[config.mk]
export PLATFORM = sky130hd
export DESIGN_NAME = bus2st_ser
export DESIGN_NICKNAME = d
export VERILOG_FILES = /design/src/rtl/bus2st_ser.sv
export SDC_FILE = /design/constraint.sdc
export NUM_CORES = 2
export LEC_CHECK = 0
export ABC_CLOCK_PERIOD_IN_PS = 17000
export CORE_MARGIN = 2
export CORE_UTILIZATION = 59
export DETAILED_ROUTE_END_ITERATION = 8
export GPL_ROUTABILITY_DRIVEN = 1
export PLACE_DENSITY = 0.87
export SYNTH_ARGS = -nofsm -noshare
export SYNTH_HDL_FRONTEND = slang
export SYNTH_SLANG_ARGS = --single-unit
[constraint.sdc]
create_clock -name clk_st -period 17 [get_ports clk_st]
set_input_delay 3.4 -clock clk_st [delete_from_list [all_inputs] [get_ports clk_st]]
set_output_delay 3.4 -clock clk_st [all_outputs]
set_load 0.1 [all_outputs]
[src/rtl/bus2st_ser.sv]
// Wide-bus to Avalon-ST serializer: buffers ST_PER_BUS-bit words in a small FIFO and
// streams each one LSB-slice first as ST-bit beats, framing turbo packets with sop/eop.
module bus2st_ser #(
  parameter int ST_PER_BUS            = 512,
  parameter int ST                    = 8,
  parameter int NUM_ST_PER_BUS        = ST_PER_BUS / ST,
  parameter int NUM_BUS_PER_TURBO_PKT = 2,
  parameter int FIFO_DEPTH            = 4
) (
  input  logic                          clk_st,
  input  logic                          rst_n,
  input  logic [ST_PER_BUS-1:0]         bus_data,
  input  logic                          bus_en,
  output logic                          bus_ready,
  output logic [ST-1:0]                 st_data,
  output logic                          st_valid,
  output logic                          st_sop,
  output logic                          st_eop,
  input  logic                          st_ready,
  output logic                          pkt_done,
  output logic                          overflow,
  output logic [$clog2(FIFO_DEPTH):0]   fifo_level
);

  localparam int PW = $clog2(FIFO_DEPTH);
  localparam int LW = PW + 1;
  localparam int BW = (NUM_ST_PER_BUS > 1) ? $clog2(NUM_ST_PER_BUS) : 1;
  localparam int WW = (NUM_BUS_PER_TURBO_PKT > 1) ? $clog2(NUM_BUS_PER_TURBO_PKT) : 1;

  typedef enum logic {S_EMPTY, S_ACTIVE} state_t;

  state_t                state_q, state_d;
  logic [ST_PER_BUS-1:0] mem_q [FIFO_DEPTH];
  logic [PW-1:0]         wr_ptr_q, rd_ptr_q;
  logic [LW-1:0]         level_q, level_d;
  logic [ST_PER_BUS-1:0] sr_q, sr_d;
  logic [BW-1:0]         beat_q, beat_d;
  logic [WW-1:0]         word_q, word_d;
  logic                  pkt_done_q, overflow_q;

  logic push, pop, accept, last_beat, last_word, fifo_empty;

  // Ready comes only from the registered level, so a pop on the same edge never frees a slot early.
  assign bus_ready  = (level_q != LW'(FIFO_DEPTH));
  assign fifo_empty = (level_q == '0);
  assign push       = bus_en && bus_ready;

  assign st_valid   = (state_q == S_ACTIVE);
  assign st_data    = sr_q[ST-1:0];
  assign accept     = st_valid && st_ready;
  assign last_beat  = (beat_q == BW'(NUM_ST_PER_BUS - 1));
  assign last_word  = (word_q == WW'(NUM_BUS_PER_TURBO_PKT - 1));
  assign st_sop     = st_valid && (beat_q == '0) && (word_q == '0);
  assign st_eop     = st_valid && last_beat && last_word;

  assign fifo_level = level_q;
  assign pkt_done   = pkt_done_q;
  assign overflow   = overflow_q;

  // NOTE: every signal assigned here gets a default first, so no path can infer a latch.
  always_comb begin
    state_d = state_q;
    sr_d    = sr_q;
    beat_d  = beat_q;
    word_d  = word_q;
    pop     = 1'b0;
    case (state_q)
      S_EMPTY: begin
        if (!fifo_empty) begin
          pop     = 1'b1;
          sr_d    = mem_q[rd_ptr_q];
          beat_d  = '0;
          state_d = S_ACTIVE;
        end
      end
      S_ACTIVE: begin
        if (accept) begin
          sr_d = sr_q >> ST;
          if (last_beat) begin
            beat_d = '0;
            word_d = last_word ? '0 : word_q + WW'(1);
            // Reload straight from the FIFO so consecutive words stream without a bubble.
            if (!fifo_empty) begin
              pop  = 1'b1;
              sr_d = mem_q[rd_ptr_q];
            end else begin
              state_d = S_EMPTY;
            end
          end else begin
            beat_d = beat_q + BW'(1);
          end
        end
      end
      default: state_d = S_EMPTY;
    endcase
  end

  always_comb begin
    level_d = level_q;
    case ({push, pop})
      2'b10:   level_d = level_q + LW'(1);
      2'b01:   level_d = level_q - LW'(1);
      default: level_d = level_q;
    endcase
  end

  // NOTE: the word storage has no reset; validity is carried entirely by the pointers and level.
  always_ff @(posedge clk_st) begin
    if (push) mem_q[wr_ptr_q] <= bus_data;
  end

  // NOTE: state registers use non-blocking assignments so every flop samples pre-edge values.
  always_ff @(posedge clk_st or negedge rst_n) begin
    if (!rst_n) begin
      state_q    <= S_EMPTY;
      wr_ptr_q   <= '0;
      rd_ptr_q   <= '0;
      level_q    <= '0;
      sr_q       <= '0;
      beat_q     <= '0;
      word_q     <= '0;
      pkt_done_q <= 1'b0;
      overflow_q <= 1'b0;
    end else begin
      state_q    <= state_d;
      sr_q       <= sr_d;
      beat_q     <= beat_d;
      word_q     <= word_d;
      level_q    <= level_d;
      if (push) wr_ptr_q <= wr_ptr_q + PW'(1);
      if (pop)  rd_ptr_q <= rd_ptr_q + PW'(1);
      pkt_done_q <= accept && st_eop;
      if (bus_en && !bus_ready) overflow_q <= 1'b1;
    end
  end

endmodule
Word-level counts from Yosys, hierarchy flattened
Memories as Yosys holds them, arrays and structs flattened.
Cells that the tools add are included.
{"block": "word_totals", "ff_bits": 529, "ram_bits": 2048, "input_bits": 516, "output_inout_bits": 17, "memories": 1}
{"block": "op_classes", "add_sub_neg": 6, "n_eq_ne": 6, "n_mux": 20, "bitwise_logic": 2, "n_reduce_logical": 14}
{"memory": "mem_q", "words": 4, "width": 512, "read_ports": 1, "rd_ports_with_merged_regs": 0, "wr": 1, "line_no": "33", "rtl": "logic [ST_PER_BUS-1:0] mem_q [FIFO_DEPTH];"}
{"cell": "512-bit two-way mux", "count": 4}
{"cell": "512-bit one-hot mux with 2 select lines", "count": 1}
{"cell": "6-bit two-way mux", "count": 3}
{"cell": "6-bit one-hot mux with 2 select lines", "count": 1}
{"cell": "1-bit logical AND", "count": 8}
{"cell": "1-bit two-way mux", "count": 8}
{"cell": "6-bit by 1-bit adder with 6-bit output (second input constant)", "count": 1}
{"cell": "6-bit == test (second input constant)", "count": 1}
{"cell": "6-bit logical NOT", "count": 1}
{"cell": "3-bit one-hot mux with 2 select lines", "count": 1}
{"cell": "2-bit by 1-bit adder with 2-bit output (second input constant)", "count": 2}
{"cell": "1-bit one-hot mux with 2 select lines", "count": 2}
{"cell": "3-bit by 1-bit adder with 3-bit output (second input constant)", "count": 1}
{"cell": "3-bit logical NOT", "count": 1}
{"cell": "3-bit != test (second input constant)", "count": 1}
{"cell": "3-bit AND reduction", "count": 1}
{"cell": "3-bit by 1-bit subtractor with 3-bit output (second input constant)", "count": 1}
{"cell": "2-bit by 1-bit == test with 1-bit output (second input constant)", "count": 1}
{"cell": "2-bit == test (second input constant)", "count": 1}
{"cell": "2-bit by 1-bit != test with 1-bit output (second input constant)", "count": 1}
{"cell": "2-bit != test (second input constant)", "count": 1}
{"cell": "1-bit NOT", "count": 2}
{"cell": "2-bit AND reduction", "count": 1}
{"cell": "2-bit nonzero test", "count": 1}
{"cell": "2 further kinds", "count": 2}

Depth between registers and ports, before layout
{"block": "logic_depth", "depth_word": 7, "mapped_depth": 10, "depth_no_buf": 10}

Worst setup path after synthesis
No wires, ideal clock.
{"block": "synth_timing", "path_type": "input port to flip-flop", "from": "input port bus_en", "to": "memory mem_q[0][0], enable pin", "setup_ns": 0.949, "arrival_time_ns": 15.002, "required_time_ns": 16.051, "path_slack_ns": 1.050, "cell_stages": 1, "path_cell_list": "and3_1"}
{"block": "synth_between", "elab_chain_len": 3}
{"element": "start: declaration", "line_no": "13", "rtl": "input logic bus_en,"}
{"element": "1-bit logical AND", "line_no": "46", "rtl": "assign push = bus_en && bus_ready;"}
{"element": "1-bit two-way mux", "line_no": "109", "rtl": "if (push) mem_q[wr_ptr_q] <= bus_data;"}
{"element": "1-bit two-way mux (not written as such)", "line_no": "109"}
{"element": "end: declaration", "line_no": "33"}
No other way between the ends.

Final worst setup path
{"block": "layout_timing", "from": "input port bus_en", "to": "memory mem_q[3][71], enable pin"}
Same word-level chain as after synthesis.

==> results.py <==
metrics = {
    "power_and_ir_drop": {
        "vdd_drop_max_mv": 0.182,
        "power.leakage_nw": 35.3,
        "power.total_mw": 15.7,
        "pwr_density_cell_nw_per_um2": 138,
    },
    "worst_setup_path": {
        "startpoint": "bus_en",
        "required_ps": 17460,
        "startpoint_type": "primary input",
        "cp_cell_sequence": "clkdlybuf4s50_1, and3_4, buf_4, buf_4, buf_4",
        "critPathCapture": "mem_q[3][71]$_DFFE_PP_",
        "worst-path-max-fanout": 67,
        "path_depth": 5,
        "criticalPathCategory": "primary input to register",
        "r2r_start": "beat_q[0]$_DFFE_PN0P_",
        "cp_top_family": "buffers and inverters",
        "r2r_end": "sr_q[104]$_DFFE_PN0P_",
        "worstPathArrival_ps": 7530,
        "ff2ff_path_depth": 9,
        "crit_path_max_incr_delay_ps": 930,
        "cp_num_buf_inv": 4,
        "endpoint_kind": "register",
        "crit_top_cell": "buf_4",
        "rrSetupSlack_ps": 11890,
        "crit_slowest_cell": "buf_4",
    },
    "timing": {
        "clock_skew_ps": 78.2,
        "finalHoldViolations": 0,
        "rsz0062_at_grt": "no",
        "finalSetupTns_ps": 0,
        "fmax_mhz": 142,
        "hold_ws_ps": 481,
        "period_share_pct": 41.6,
        "worstMarginPinSlew_ps": 1180,
        "period_minus_slack_ps": 7060,
        "report.final.slew_viol_count": 0,
        "setup_viol": 0,
        "slew_headroom_pct": 20.8,
    },
    "logic_synthesis": {
        "ys_top_cells_by_area": "edfxtp_1 63%, dfrtp_1 14%, mux4_2 12%, a21oi_1 5.2%, nand2_1 2.0%",
        "synthArstFlopShare_pct": 20.5,
        "synth_seq_cells": 2577,
        "synth_warnings": 0,
        "synth_area_leader_cell": "edfxtp_1",
        "synth_common_cells": "2,048 x edfxtp_1, 1,010 x a21oi_1, 530 x nand2_1",
        "syn_nets": 6078,
        "syn_inst": 5554,
        "ys.flop_type": "edfxtp_1",
        "synth_area_um2": 97300,
        "synth_cell_type_count": 32,
        "syn_area_per_cell_um2": 17.5,
        "yosysSeqAreaShare_pct": 76.8,
        "synth_edf_count": 2048,
        "yosysTopAreaCellShare_pct": 63.2,
        "synth.most_common_cell": "edfxtp_1",
    },
    "floorplan": {
        "dieArea_um2": 168000,
        "core_area_um2": 164000,
        "start_util_pct": 59.2,
        "die_w_um": 410,
        "dieHeight_um": 410,
        "placementRows": 149,
        "io-pin-count": 533,
    },
    "placement": {
        "dpl_cell_area_um2": 105000,
        "gp_congestion": 0.788,
        "portBuffers": 532,
        "dp_cells": 7996,
        "dp_hpwl_um": 135000,
    },
    "route": {
        "vias_per_cell": 6.52,
        "drt_iter0_markers": 7712,
        "post_drt_wl_per_cell_um": 29.5,
        "vias": 55460,
        "wl_met2_um": 126000,
        "routed.top_layer": "met5",
        "finalWirelength_um": 251000,
        "drc": 0,
        "met1Wirelength_um": 86600,
        "drtPass1Iterations": 5,
        "route.met3.wl_um": 26600,
        "antenna_left": 0,
    },
    "cts": {
        "path_clk_slew_ps": 60,
        "cts_root_buf": "clkbuf_16",
        "cts_max_level": 4,
        "ctsHoldBuffers": 0,
        "clkSinkCount": 2577,
        "clock_path_buffers": 3,
        "cts_made_buffers": 238,
        "worstSkewPairLatency_ps": 890,
        "post_cts_buffers": 0,
        "ctsResizeCount": 0,
        "cts_tree": "done",
    },
    "final_layout": {
        "drive_above_1_share_pct": 15.7,
        "syn2layout_area_growth_pct": 16.5,
        "fin_area_um2": 113000,
        "fin_cells": 8506,
        "fin_nets": 6571,
    },
    "job": {
        "cap_violations": 0,
    },
    "run_status": {
        "status": "completed",
    },
    "min_path": {
        "hold_path_class": "register to register",
        "hold_depth": 2,
    },
    "grt": {
        "grt_pass1_vias": 57356,
        "grt_max_degree": 169,
        "grt_first_pass_wirelength_um": 371000,
        "antenna_found_initial": 85,
        "grt.overflow.total": 0,
        "grt_usage_pct": 29.8,
    },
}
through the flow:
stage | setup WS (ps) | util, %
floorplan | 1050 | -
global placement | 9200 | 63.6
detailed placement | 9140 | 63.6
CTS | 9990 | 68.8
global route | 9820 | 68.9
finish | 9940 | 68.9
cell usage in the layout (no fill, tap or decap), types with 25 or more instances in the layout:
master and instances:
clkinv_2 41, bufinv_16 40, edfxtp_1 2048, dfrtp_1 527, nand2_1 530, clkbuf_1 47
clkinv_1 25, clkbuf_8 33, diode_2 53, a21oi_1 1010, buf_4 56, nor2_1 512
clkdlybuf4s50_1 531, clkbuf_16 239, mux4_2 512
worst min-delay path, cell delays in order, from the launching register on:
cell,delay [ps]
dfrtp_1,350
nand2_1,50
nand2_1,50
power breakdown:
group          switching, mW  internal [mW]  leakage [nW]  total, mW
combinational           1.05          0.464          7.36       1.51
clock                   2.43           3.36          4.18       5.79
sequential             0.340           8.04          23.7       8.38
routing by layer:
metal  vias to the layer above  track usage (%)
met5                         -                0
met4                        80             13.7
met3                       741             7.29
met2                      3825             48.2
met1                     28453             38.6
li1                      22361                -
sequential cells by signal, summed over array words and instances, names as in the netlist:
register    cells
pkt_done        1
mem_q        2048
beat_q          6
last_word       1
sr_q          512
overflow        1
fifo_level      3
st_valid        1
wr_ptr_q        2
rd_ptr_q        2
layout make-up:
class                   instances  area [um2]
diodes                         53         133
clock buffers                 319        6610
clock inverters               138        2020
fillers                      9517       51100
inverters                       8        30.0
multi-input cells            2620       21000
flip-flops and latches       2577       74700
well taps                    2189        2740
repair buffers                602        6030
logic make-up (layout without fill, tap and decap cells):
group,count (synthesis),count (layout),synth area share [%]
xor+xnor,8,8,0.0720
other cells,0,53,0
compound gates,1022,1022,5.29
simple gates,1067,1067,4.18
mux,515,515,11.9
flops,2577,2577,76.8
buf+inv,357,1067,1.62
fa+ha+maj,8,8,0.111
worst min path at each step:
stage	from	end
after floorplan	sr_q[504]$_DFFE_PN0P_	sr_q[504]$_DFFE_PN0P_
after global placement	sr_q[505]$_DFFE_PN0P_	sr_q[505]$_DFFE_PN0P_
after detailed placement	sr_q[506]$_DFFE_PN0P_	sr_q[506]$_DFFE_PN0P_
after CTS	sr_q[506]$_DFFE_PN0P_	sr_q[506]$_DFFE_PN0P_
after global routing	sr_q[507]$_DFFE_PN0P_	sr_q[507]$_DFFE_PN0P_
final	sr_q[509]$_DFFE_PN0P_	sr_q[509]$_DFFE_PN0P_
Note: power is estimated with default switching activity, not from simulation.
